$ cat src/rtl/clock_pkg.sv
// ============================================================================
// clock_pkg : shared state encoding and BCD constants for the 12-hour clock
// Revision  : 1.0
// ============================================================================
`default_nettype none

package clock_pkg;

   typedef enum logic [1:0] {
      RUN     = 2'd0,
      SET_HR  = 2'd1,
      SET_MIN = 2'd2
   } clk_state_t;

   localparam logic [7:0] HR_RESET   = 8'h12;
   localparam logic [7:0] HR_MAX     = 8'h12;
   localparam logic [7:0] HR_PM_EDGE = 8'h11;
   localparam logic [7:0] MS_MAX     = 8'h59;
   localparam logic [7:0] BCD_ZERO   = 8'h00;

endpackage

`default_nettype wire

$ cat src/rtl/btn_rise.sv
// ============================================================================
// btn_rise : registered-history rising-edge detector, one pulse per press
// Revision : 1.0
// ============================================================================
`default_nettype none

module btn_rise (
   input  logic clk,
   input  logic reset,
   input  logic lvl,
   output logic pulse
);

   logic r_prev;

   always_ff @(posedge clk) begin
      if (reset) begin
         r_prev <= 1'b0;
      end else begin
         r_prev <= lvl;
      end
   end

   // Pulse is taken straight from the live level so the press acts on this edge.
   assign pulse = lvl & ~r_prev;

endmodule

`default_nettype wire

$ cat src/rtl/clock_time_ctrl.sv
// ============================================================================
// clock_time_ctrl : 12-hour BCD time keeper with two-button time setting.
// Optional macro CLOCK_SET_SEC_CLEAR_EN clears seconds when leaving SET_MIN.
// Revision        : 1.0
// ============================================================================
`default_nettype none

module clock_time_ctrl
   import clock_pkg::*;
(
   input  logic       clk,
   input  logic       reset,
   input  logic       tick,
   input  logic       mode_btn,
   input  logic       inc_btn,
   output logic [7:0] hh,
   output logic [7:0] mm,
   output logic [7:0] ss,
   output logic       pm,
   output logic       set_hr,
   output logic       set_min
);

   function automatic logic [7:0] ms_inc(input logic [7:0] v);
      logic [3:0] t;
      logic [3:0] u;
      t = v[7:4];
      u = v[3:0];
      if (v == MS_MAX) begin
         return BCD_ZERO;
      end else if (u == 4'd9) begin
         return {t + 4'd1, 4'd0};
      end else begin
         return {t, u + 4'd1};
      end
   endfunction

   function automatic logic [7:0] hr_inc(input logic [7:0] v);
      logic [3:0] t;
      logic [3:0] u;
      t = v[7:4];
      u = v[3:0];
      if (v == HR_MAX) begin
         return 8'h01;
      end else if (u == 4'd9) begin
         return {t + 4'd1, 4'd0};
      end else begin
         return {t, u + 4'd1};
      end
   endfunction

   clk_state_t r_state;
   clk_state_t w_state_nxt;
   logic [7:0] r_hh, r_mm, r_ss;
   logic [7:0] w_hh_nxt, w_mm_nxt, w_ss_nxt;
   logic       r_pm, w_pm_nxt;
   logic       r_set_hr, r_set_min;
   logic       w_mode_p, w_inc_p, w_inc_ok;

   btn_rise u_mode_rise (
      .clk   (clk),
      .reset (reset),
      .lvl   (mode_btn),
      .pulse (w_mode_p)
   );

   btn_rise u_inc_rise (
      .clk   (clk),
      .reset (reset),
      .lvl   (inc_btn),
      .pulse (w_inc_p)
   );

   // A mode press in the same cycle swallows the increment.
   assign w_inc_ok = w_inc_p & ~w_mode_p;

   always_comb begin
      w_state_nxt = r_state;
      w_hh_nxt    = r_hh;
      w_mm_nxt    = r_mm;
      w_ss_nxt    = r_ss;
      w_pm_nxt    = r_pm;
      case (r_state)
         RUN: begin
            if (w_mode_p) begin
               w_state_nxt = SET_HR;
            end
            if (tick) begin
               w_ss_nxt = ms_inc(r_ss);
               if (r_ss == MS_MAX) begin
                  w_mm_nxt = ms_inc(r_mm);
                  if (r_mm == MS_MAX) begin
                     w_hh_nxt = hr_inc(r_hh);
                     if (r_hh == HR_PM_EDGE) begin
                        w_pm_nxt = ~r_pm;
                     end
                  end
               end
            end
         end
         SET_HR: begin
            if (w_mode_p) begin
               w_state_nxt = SET_MIN;
            end else if (w_inc_ok) begin
               w_hh_nxt = hr_inc(r_hh);
               if (r_hh == HR_PM_EDGE) begin
                  w_pm_nxt = ~r_pm;
               end
            end
         end
         SET_MIN: begin
            if (w_mode_p) begin
               w_state_nxt = RUN;
`ifdef CLOCK_SET_SEC_CLEAR_EN
               w_ss_nxt = BCD_ZERO;
`endif
            end else if (w_inc_ok) begin
               w_mm_nxt = ms_inc(r_mm);
            end
         end
         default: begin
            w_state_nxt = RUN;
         end
      endcase
   end

   always_ff @(posedge clk) begin
      if (reset) begin
         r_state   <= RUN;
         r_hh      <= HR_RESET;
         r_mm      <= BCD_ZERO;
         r_ss      <= BCD_ZERO;
         r_pm      <= 1'b0;
         r_set_hr  <= 1'b0;
         r_set_min <= 1'b0;
      end else begin
         r_state   <= w_state_nxt;
         r_hh      <= w_hh_nxt;
         r_mm      <= w_mm_nxt;
         r_ss      <= w_ss_nxt;
         r_pm      <= w_pm_nxt;
         r_set_hr  <= (w_state_nxt == SET_HR);
         r_set_min <= (w_state_nxt == SET_MIN);
      end
   end

   assign hh      = r_hh;
   assign mm      = r_mm;
   assign ss      = r_ss;
   assign pm      = r_pm;
   assign set_hr  = r_set_hr;
   assign set_min = r_set_min;

endmodule

`default_nettype wire

$ cat config.mk
export PLATFORM = sky130hd
export DESIGN_NAME = clock_time_ctrl
export DESIGN_NICKNAME = d
export VERILOG_FILES = /design/src/rtl/clock_pkg.sv /design/src/rtl/btn_rise.sv /design/src/rtl/clock_time_ctrl.sv
export SDC_FILE = /design/constraint.sdc
export NUM_CORES = 1
export LEC_CHECK = 0
export CAP_MARGIN = 5
export CORE_MARGIN = 2
export CORE_UTILIZATION = 50
export DETAILED_ROUTE_END_ITERATION = 7
export PLACE_DENSITY = 0.77
export SLEW_MARGIN = 20
export SYNTH_ARGS = -nofsm -noshare
export SYNTH_HDL_FRONTEND = slang
export SYNTH_SLANG_ARGS = --single-unit
$ cat constraint.sdc
create_clock -name clk -period 2.6 [get_ports clk]
set_input_delay 0.52 -clock clk [delete_from_list [all_inputs] [get_ports clk]]
set_output_delay 0.52 -clock clk [all_outputs]
set_load 0.01 [all_outputs]
==> impl_results.md <==
- Routed wire length: between 3 and 4 mm
- DRC violation total after the first TritonRoute iteration: between 100 and 150
- Post-Syn Area per Cell: 8.97 um^2
- Setup_tns: 0 ps
- TritonRoute pass-1 iters: 6
- Clock root cell: sky130_fd_sc_hd__clkbuf_4
- Number of global-route vias before repair: approximately 1600
- Worst endpoint required time: 2820 ps
- Highest ir drop seen on vdd: 0.342 mV
- Clock latency reported for the late side of the worst-skew pair: about 340 ps
- Power per cell area: 459 mW/mm^2
- WL met3: about 180 um
- Smallest setup slack after layout: 315 ps
- CTS tree: done
- F_max: 0.438 GHz
- Maximum fanout count along the critical path: 6
- Primary flip-flop cell chosen by synthesis mapping: sky130_fd_sc_hd__dfxtp_1
- Most frequent cells after synthesis: 31 x sky130_fd_sc_hd__dfxtp_1, 14 x sky130_fd_sc_hd__nor2b_1, 14 x sky130_fd_sc_hd__nor3_1, 13 x sky130_fd_sc_hd__a21oi_1
- Kind of path behind the tightest hold check: register to register
- Capture point of the worst reg-to-reg path: pm$_SDFFE_PP0P_
- Ratio of cells with drive above 1 in the final layout: 0.0957
- Vias per Instance: approximately 5.7
- Number of buffers between clock root and the deepest sink: 2
- Number of routed nets with antenna violations: 0
- Antenna violations before repair: 0
- Net count after synthesis: 212
- Floorplan Core Area: 0.00336 mm^2
- Layout overhead on the synthesized area: 24.4%
- Post-synthesis register bit count: 31
- Number of max-cap violations: 0
- Arrival @ worst endpoint: about 2500 ps
- Congestion Overflow GR: 0
- Fillers: 290
- Beginning of the worst register-to-register path: ss[0]$_SDFFE_PP0P_
- Fraction of registers with async set/reset: 0
- Number of primary I/O pins: 32
- Final Util: 0.654
- Diodes inserted: 0
- Clock-pin slew reported for the worst setup and hold paths after clock tree synthesis: around 100 ps
- Die Footprint: 0.00402 mm^2
- Routability Congestion: 0.870
- Cts bufs inserted: 5
- Via count: about 1600
- Most frequent cell after synthesis: sky130_fd_sc_hd__dfxtp_1
- Count of nets after finishing: about 240
- Filler-free cell count of the finished design: 276
- Biggest area consumer among synthesized cells: sky130_fd_sc_hd__dfxtp_1
- Sequential-to-total area share from yosys stat: 0.351
- Largest net degree at the start of global routing: 43
- Worst slack after detailed placement: -42.6 ps
- Hold Path Cell Cnt: 2
- Crit. End Element: register
- Ys Warns: 0
- Post CTS Setup Buffer Count: 0
- Slew Limit Headroom: 0.556
- Buffers added on ports: 31
- Category of the worst setup path launch point: input port
- Worst Path Class, Setup: input port to register
- Combined area of all synthesized cells: 0.00177 mm^2
- Worst reg2reg path depth: 5
- Count of flip-flops with a built-in enable after synthesis: 0
- Total routing usage reported by global routing: 0.220
- Detailed-routed wire length on met2: 1.97 mm
- Endpoint with the worst hold slack: ss[5]$_SDFFE_PP0P_
- Slew @ Worst Pin: 657 ps
- Main area contributors after synthesis: sky130_fd_sc_hd__dfxtp_1 35%, sky130_fd_sc_hd__ha_1 7.1%, sky130_fd_sc_hd__nor2b_1 5.0%, sky130_fd_sc_hd__nor3_1 4.0%, sky130_fd_sc_hd__mux2_2 3.8%
- Post-layout minimum cycle time: around 2300 ps
- Post-CTS sizing: 0
- Highest Signal Layer: met4
- Dpl hpwl: 2.92 mm
- Core Rows: 21
- Total routed wire length on the met1 layer: between 1.5 and 2 mm
- Fin crit share: 0.879
- Final Hold Fails: 0
- Final setup violating endpoints: 0
- # placed instances: 268
- Fraction of post-synthesis cell area in the top cell type by area: 0.351
- Outcome: complete, no violations
- First-pass GRT wire length: 6.96 mm
- LEAKAGE: 0.766 nW
- Number of remaining DRC errors: 0
- Die X-Extent: 63.4 um
- Quantity of hold-fixing buffers added after cts: 0
- Die H: 63.4 um
- Startpoint of the lowest-slack hold path: ss[5]$_SDFFE_PP0P_
- Clock skew: 13.2 ps
- Unrepaired setup endpoints after global routing: false
- Number of levels in the clock H-tree: 2
- Number of clock sinks: 31
- Unique masters post-synth: 46
- Final count of pins violating max slew: 0
- Routed wirelength normalized by instance count: 14.3 um
- Effective utilization at floorplan: 0.525
- Worst-case register-to-register setup slack: 340 ps
- Gate Count Post-Synth: 197
## how the worst max path moves through the flow
stage | startpoint | to | slack [ps] | cells after the start
floorplan | ss[0]$_SDFFE_PP0P_ | pm$_SDFFE_PP0P_ | 420 | 6
global placement | tick | pm$_SDFFE_PP0P_ | 9 | 5
detailed placement | tick | pm$_SDFFE_PP0P_ | -40 | 5
CTS | ss[0]$_SDFFE_PP0P_ | pm$_SDFFE_PP0P_ | 330 | 5
global route | ss[0]$_SDFFE_PP0P_ | pm$_SDFFE_PP0P_ | 220 | 5
finish | tick | pm$_SDFFE_PP0P_ | 310 | 5
## sequential cells by signal (all words and copies together), names as in the netlist
| signal | count |
|---|---|
| hh | 8 |
| mm | 8 |
| ss | 8 |
| r_state | 2 |
| pm | 1 |
| set_hr | 1 |
| set_min | 1 |
| u_inc_rise.r_prev | 1 |
| u_mode_rise.r_prev | 1 |
## per-layer routing
metal  vias up  global-route usage
met3         9              0.0625
met5         -                   0
met1       746               0.261
met2        33               0.376
li1        788                   -
met4         0              0.0815
## final cells by class
class                           instances  area, um^2  share of cell area
Timing Repair Buffer                   35         340               0.155
Sequential cell                        31         621               0.282
Clock buffer                            6        51.3              0.0233
Inverter                                7        26.3              0.0120
Multi-Input combinational cell        149        1070               0.485
Clock inverter                          2        35.0              0.0159
Tap cell                               46        57.6              0.0262
## kinds of logic after synthesis
kind of cell | after synthesis | share of synthesized area
muxes | 8 | 0.0503
adders and majority gates | 10 | 0.0708
buffers and inverters | 17 | 0.0446
AOI/OAI and AO/OA | 40 | 0.159
and+or+nand+nor | 87 | 0.305
xor gates and xnor gates | 4 | 0.0198
DFF | 31 | 0.351
## power breakdown
part	leakage [nW]	total, W	switching (W)	internal, W
Sequential	0.252	0.000510	0.0000206	0.000489
Clock	0.0482	0.000400	0.000173	0.000227
Combinational	0.466	0.0000988	0.0000483	0.0000506
## critical path, cell delays in order
cell and delay [ps]:
sky130_fd_sc_hd__clkdlybuf4s50_1 470, sky130_fd_sc_hd__nand4b_1 200, sky130_fd_sc_hd__or4_4 640, sky130_fd_sc_hd__a2111oi_4 310
sky130_fd_sc_hd__mux2_1 360
## cells in the final DEF, fill, tap and decap left out, types with 8 or more instances in the layout
master	instances
sky130_fd_sc_hd__nor3_1	14
sky130_fd_sc_hd__clkdlybuf4s50_1	31
sky130_fd_sc_hd__nor2_1	10
sky130_fd_sc_hd__a21oi_1	13
sky130_fd_sc_hd__o21ai_0	8
sky130_fd_sc_hd__nor2b_1	14
sky130_fd_sc_hd__nand3_1	9
sky130_fd_sc_hd__dfxtp_1	31
sky130_fd_sc_hd__ha_1	10
## stage by stage
step	total power (W)	instance area, um^2	hold WS (ps)
6_report	0.00101	2200	507
3_5_place_dp	0.000619	2110	501
5_1_grt	0.00105	2200	554
3_3_place_gp	0.000613	2110	490
4_1_cts	0.00102	2200	515
2_1_floorplan	0.000579	1770	511
(Power assumes the default switching activity.)
